## src/rtl/mem_resp_pkg.sv

```systemverilog
// Shared types and helpers for the word-addressed memory responder.
package mem_resp_pkg;

  localparam int WORD_W = 32;
  localparam int ADDR_W = 32;

  typedef enum logic [1:0] {
    IDLE = 2'd0,
    BUSY = 2'd1,
    RESP = 2'd2
  } state_t;

  function automatic logic is_aligned(input logic [ADDR_W-1:0] addr);
    return (addr[1:0] == 2'b00);
  endfunction

endpackage

```

## src/rtl/mem_resp_array.sv

```systemverilog
// Single-port synchronous word storage: write enable, registered read, no reset.
module mem_resp_array
  import mem_resp_pkg::*;
#(
  parameter int DEPTH_WORDS = 64,
  parameter int IDX_W       = 6
) (
  input  logic              clk,
  input  logic              en,
  input  logic              we,
  input  logic [IDX_W-1:0]  idx,
  input  logic [WORD_W-1:0] wdata,
  output logic [WORD_W-1:0] rdata
);

  logic [WORD_W-1:0] mem [DEPTH_WORDS];

  always_ff @(posedge clk) begin
    if (en) begin
      if (we) begin
        mem[idx] <= wdata;
      end else begin
        rdata <= mem[idx];
      end
    end
  end

endmodule

```

## src/rtl/mem_responder.sv

```systemverilog
// Data-memory responder: one request at a time, fixed access latency, range/alignment errors.
// Optional MEM_RESP_ERR_COUNT_EN adds a saturating err_count output.
//
// state | meaning
// IDLE  | req_ready high, waiting for a request
// BUSY  | latency countdown; array access on the cycle the counter reads 0
// RESP  | first cycle loads the response from the array, then holds it until resp_ready
module mem_responder
  import mem_resp_pkg::*;
#(
  parameter int DEPTH_WORDS = 64,
  parameter int BASE_ADDR   = 0,
  parameter int LATENCY     = 2
) (
  input  logic              clk,
  input  logic              rst,
  input  logic              req_valid,
  output logic              req_ready,
  input  logic              req_write,
  input  logic [ADDR_W-1:0] req_addr,
  input  logic [WORD_W-1:0] req_wdata,
  output logic              resp_valid,
  input  logic              resp_ready,
  output logic [WORD_W-1:0] resp_rdata,
  output logic              resp_err
`ifdef MEM_RESP_ERR_COUNT_EN
  ,
  output logic [7:0]        err_count
`endif
);

  localparam int IDX_W = (DEPTH_WORDS > 1) ? $clog2(DEPTH_WORDS) : 1;
  localparam logic [ADDR_W:0] BASE_EXT = (ADDR_W+1)'(BASE_ADDR);
  localparam logic [ADDR_W:0] END_EXT  = BASE_EXT + (ADDR_W+1)'(DEPTH_WORDS) * (ADDR_W+1)'(4);

  state_t            state;
  logic [3:0]        cnt;
  logic [ADDR_W-1:0] addr_q;
  logic [WORD_W-1:0] wdata_q;
  logic              write_q;
  logic              err_q;

  logic              req_err;
  logic              arr_en;
  logic [IDX_W-1:0]  arr_idx;
  logic [WORD_W-1:0] arr_rdata;
  logic              resp_hs;

  // Range check done one bit wider so BASE_ADDR+4*DEPTH_WORDS cannot wrap.
  assign req_err = !is_aligned(req_addr)
                || ({1'b0, req_addr} < BASE_EXT)
                || ({1'b0, req_addr} >= END_EXT);

  assign arr_en  = (state == BUSY) && (cnt == 4'd0) && !err_q;
  assign arr_idx = IDX_W'((addr_q - ADDR_W'(BASE_ADDR)) >> 2);
  assign resp_hs = (state == RESP) && resp_valid && resp_ready;

  mem_resp_array #(
    .DEPTH_WORDS (DEPTH_WORDS),
    .IDX_W       (IDX_W)
  ) u_array (
    .clk   (clk),
    .en    (arr_en),
    .we    (write_q),
    .idx   (arr_idx),
    .wdata (wdata_q),
    .rdata (arr_rdata)
  );

  always_ff @(posedge clk or posedge rst) begin
    if (rst) begin
      state      <= IDLE;
      cnt        <= 4'd0;
      addr_q     <= '0;
      wdata_q    <= '0;
      write_q    <= 1'b0;
      err_q      <= 1'b0;
      req_ready  <= 1'b1;
      resp_valid <= 1'b0;
      resp_rdata <= '0;
      resp_err   <= 1'b0;
    end else begin
      case (state)
        IDLE: begin
          req_ready <= 1'b1;
          if (req_valid && req_ready) begin
            addr_q    <= req_addr;
            wdata_q   <= req_wdata;
            write_q   <= req_write;
            err_q     <= req_err;
            cnt       <= 4'(LATENCY - 1);
            req_ready <= 1'b0;
            state     <= BUSY;
          end
        end
        BUSY: begin
          if (cnt == 4'd0) begin
            state <= RESP;
          end else begin
            cnt <= cnt - 4'd1;
          end
        end
        RESP: begin
          // The registered array read lands during the first RESP cycle.
          if (!resp_valid) begin
            resp_valid <= 1'b1;
            resp_err   <= err_q;
            resp_rdata <= (!write_q && !err_q) ? arr_rdata : '0;
          end else if (resp_ready) begin
            resp_valid <= 1'b0;
            resp_err   <= 1'b0;
            resp_rdata <= '0;
            req_ready  <= 1'b1;
            state      <= IDLE;
          end
        end
        default: begin
          state     <= IDLE;
          req_ready <= 1'b1;
        end
      endcase
    end
  end

`ifdef MEM_RESP_ERR_COUNT_EN
  always_ff @(posedge clk or posedge rst) begin
    if (rst) begin
      err_count <= 8'd0;
    end else if (resp_hs && resp_err && (err_count != 8'hff)) begin
      err_count <= err_count + 8'd1;
    end
  end
`endif

endmodule

```

## config.mk

```make
export PLATFORM = sky130hd
export DESIGN_NAME = mem_responder
export DESIGN_NICKNAME = d
export VERILOG_FILES = /design/src/rtl/mem_resp_pkg.sv /design/src/rtl/mem_resp_array.sv /design/src/rtl/mem_responder.sv
export SDC_FILE = /design/constraint.sdc
export NUM_CORES = 2
export LEC_CHECK = 0
export ABC_CLOCK_PERIOD_IN_PS = 4500
export CAP_MARGIN = 10
export CORE_AREA = 2 2 368 370
export DETAILED_ROUTE_END_ITERATION = 16
export DIE_AREA = 0 0 370 372
export PLACE_DENSITY = 0.78
export SLEW_MARGIN = 20
export SYNTH_ARGS = -nofsm -noshare
export SYNTH_HDL_FRONTEND = slang
export SYNTH_SLANG_ARGS = --single-unit
```

## constraint.sdc

```tcl
create_clock -name clk -period 4.5 [get_ports clk]
set_input_delay 0.675 -clock clk [delete_from_list [all_inputs] [get_ports clk]]
set_output_delay 0.675 -clock clk [all_outputs]
set_load 0.05 [all_outputs]
```

==> impl_metrics.csv <==
group,metric,value,unit
clock_tree,cts_setup_buffers,0,
cells_and_area,drive_gt1_frac,0.147,
power_and_ir_drop,finalPower,0.0620,W
timing,max_freq,265,MHz
global_routing,grt_first_pass_wirelength,309000,um
routing,wire_per_inst,33.3,um
power_and_ir_drop,power.density,669,nW/um^2
cells_and_area,final_nets,4635,
synthesis,synth_top_area_frac,0.760,
clock_tree,clkTransAtPathRegs,0.06,ns
die,die_h,372,um
power_and_ir_drop,power_switching,0.0214,W
critical_path,crit_path_start_kind,"register",
timing,setup_viol,0,
power_and_ir_drop,ir_worst_vdd,753,uV
synthesis,ys.flop_type,"edfxtp_1",
synthesis,postSynthCellCount,4406,
clock_tree,cts_resized,0,
critical_path,crit_fanout,20,
routing,vias,46350,
synthesis,async_flop_share,0.0375,
place,gpl.final_weighted_congestion,0.879,
place,dpl.hpwl,118000,um
timing,finalCriticalPeriod,3.77,ns
timing,fin_worst_skew,0.0282,ns
global_routing,antenna_found_initial,20,
routing,drtIter0Drc,7224,
critical_path,arrival,4.29,ns
synthesis,ys_warn_count,0,
global_routing,grt_usage,0.314,
timing,worst_pin_slew,1.09,ns
run_status,status,"completed",
clock_tree,cts.sinks,2161,
synthesis,synth_commonest_cells,"2,080 x edfxtp_1, 464 x a221oi_1, 464 x mux2i_1, 211 x o22a_1, 208 x clkbuf_1",
synthesis,synth_cell_types,53,
timing,slew_headroom,0.272,
die,start_util,0.612,
critical_path,crit_required,5.02,ns
synthesis,yosysMostFrequentCell,"edfxtp_1",
synthesis,ys_top_cells_by_area,"edfxtp_1 76%, mux2i_1 5.6%, a221oi_1 4.9%",
timing,rsz0062_at_grt,"no",
critical_path,rr_startpoint,"cnt[0]",
place,portBuffers,103,
critical_path,reg2reg_depth,10,
clock_tree,cts_buffers,199,
flow_run,cap_viol_max_count,0,
die,io_pins,104,
die,rows,135,
clock_tree,cts_tree,"done",
global_routing,gr-total-overflow,0,
cells_and_area,area_growth_syn_to_layout,12.8,%
timing,drv_slew,0,
routing,drc_errors,0,
clock_tree,cts-htree-levels,4,
power_and_ir_drop,power_frac_clock,0.263,
synthesis,synth.cell_area,82200,um^2
synthesis,yosys.area.top_type,"edfxtp_1",
timing,holdWs,0.352,ns
synthesis,syn_avg_cell_area,18.7,um^2
power_and_ir_drop,power_frac_comb,0.305,
power_and_ir_drop,switching_share,0.345,
timing,hold_violations,0,
clock_tree,clk_path_buf_depth,3,
routing,drt_wl_total,217000,um
global_routing,grt_start_max_net_pins,187,
die,die_x,370,um
power_and_ir_drop,p_int,0.0406,W
cells_and_area,utilization,0.690,
synthesis,synth_nets,4477,
critical_path,critPathKind,"register to register",
synthesis,synth-seq-cells,2161,
die,die-area,138000,um^2
clock_tree,ctsRootBufferMaster,"clkbuf_16",
global_routing,first_global_vias,45355,
routing,antenna_left,0,
critical_path,startpoint,"cnt[0]",
clock_tree,clk_latency,0.84,ns
timing,setup-tns-final,0,ns
critical_path,endpoint_kind,"register",
worst_hold_path,hp-class,"input pin to asynchronous set/reset pin",
routing,viasPerCell,7.12,
timing,final.period_utilization,0.838,
die,core_region_area,134000,um^2
synthesis,seq_area_frac_synth,0.784,
synthesis,synth_edf_count,2080,
routing,first_pass_iters,6,
power_and_ir_drop,seqPwrFrac,0.432,
power_and_ir_drop,p_leak,29.5,nW
clock_tree,holdBufCountCts,0,
-- cells by family (layout without fill, tap and decap cells) --
logic type	after synthesis	count (layout)	synth area share
adders and majority gates	2	2	0.000304
and+or+nand+nor	220	220	0.0130
other	0	4	0
xor gates and xnor gates	2	2	0.000213
muxes	554	554	0.0716
AOI/OAI and AO/OA	1131	1131	0.112
buffers and inverters	336	657	0.0183
DFF	2161	2161	0.784
-- metal layers --
| layer | wire, um | track usage |
|---|---|---|
| met3 | 28700 | 0.0868 |
| met1 | 75800 | 0.414 |
| met2 | 100000 | 0.483 |
| met4 | 12000 | 0.161 |
| met5 | 151 | 0 |
-- through the flow --
| step | instances | worst slack (ns) | area, um^2 |
|---|---|---|---|
| global route | 6508 | 0.681 | 92700 |
| floorplan | 4406 | 0.796 | 82200 |
| CTS | 6508 | 0.815 | 92700 |
| finish | 6512 | 0.730 | 92700 |
| detailed placement | 6144 | 0.866 | 86400 |
| global placement | 6144 | 0.860 | 86400 |
-- cell type report --
| cell class | instances | area, um^2 |
|---|---|---|
| Clock inverter | 113 | 1030 |
| Sequential cell | 2161 | 64500 |
| Clock buffer | 251 | 5220 |
| Multi-Input combinational cell | 1909 | 16800 |
| Timing Repair Buffer | 283 | 2860 |
| Tap cell | 1781 | 2230 |
| Fill cell | 7927 | 41600 |
| Antenna cell | 4 | 10.0 |
| Inverter | 10 | 47.5 |
-- cell usage in the layout (no fill, tap or decap), types with 6 or more instances in the layout --
cell type        synthesis  routed
a21oi_1                  9       9
a221oi_1               464     464
a221oi_2                15      15
a22o_1                  91      91
a31oi_1                  6       6
a32o_1                  30      30
buf_12                   0      38
buf_4                    6     142
bufinv_16                0      15
clkbuf_1               208      50
clkbuf_16                0     201
clkdlybuf4s50_1          0     103
clkinv_1                 1      52
clkinv_2                 0      30
dfrtp_1                 80      46
dfrtp_2                  0      29
edfxtp_1              2080    2080
inv_1                    8       7
inv_6                    0       6
mux2_2                  70      70
mux2i_1                464     464
mux4_2                  20      20
nand2_1                 61      61
nor2_1                  83      15
nor2_4                   0      65
nor4_1                   7       7
o21ai_0                164     164
o21ai_1                 55      54
o221a_2                 29      29
o22a_1                 211     211
o2bb2ai_1               32      31
or4_1                   30      30
-- critical path: stages (launching register included) --
cell	delay, ns
dfrtp_1	0.40
inv_1	0.09
ha_1	0.14
nor3b_1	0.26
nand3b_1	0.11
buf_4	0.20
nor4b_1	0.40
buf_4	0.20
nand2_1	0.57
nor2_4	0.77
buf_12	0.28
-- path summary, 6_finish.rpt --
path | end | slack (ns)
max | u_array.mem[17][7] | 0.73
min | wdata_q[16] | 0.35
max reg2reg | u_array.mem[17][7] | 0.73
min reg2reg | resp_rdata[14] | 0.46
max in group asynchronous | resp_rdata[26] | 3.12
min in group clk | wdata_q[18] | 0.45
-- power groups by stage --
stage	clock, W	sequential [W]	combinational, W
final	0.0163	0.0268	0.0189
after global placement	0	0.0271	0.0179
after floorplan	0	0.0277	0.0102
after CTS	0.0163	0.0267	0.0185
after detailed placement	0	0.0272	0.0184
after global routing	0.0170	0.0268	0.0197
-- state kept, by name, summed over array words and instances (netlist names), 2 cells and up --
register and count:
u_array.mem 2048, resp_rdata 32, u_array.rdata 32, wdata_q 32
addr_q 6, cnt 4, state 2
No activity file was read; power rests on OpenSTA's default activity.
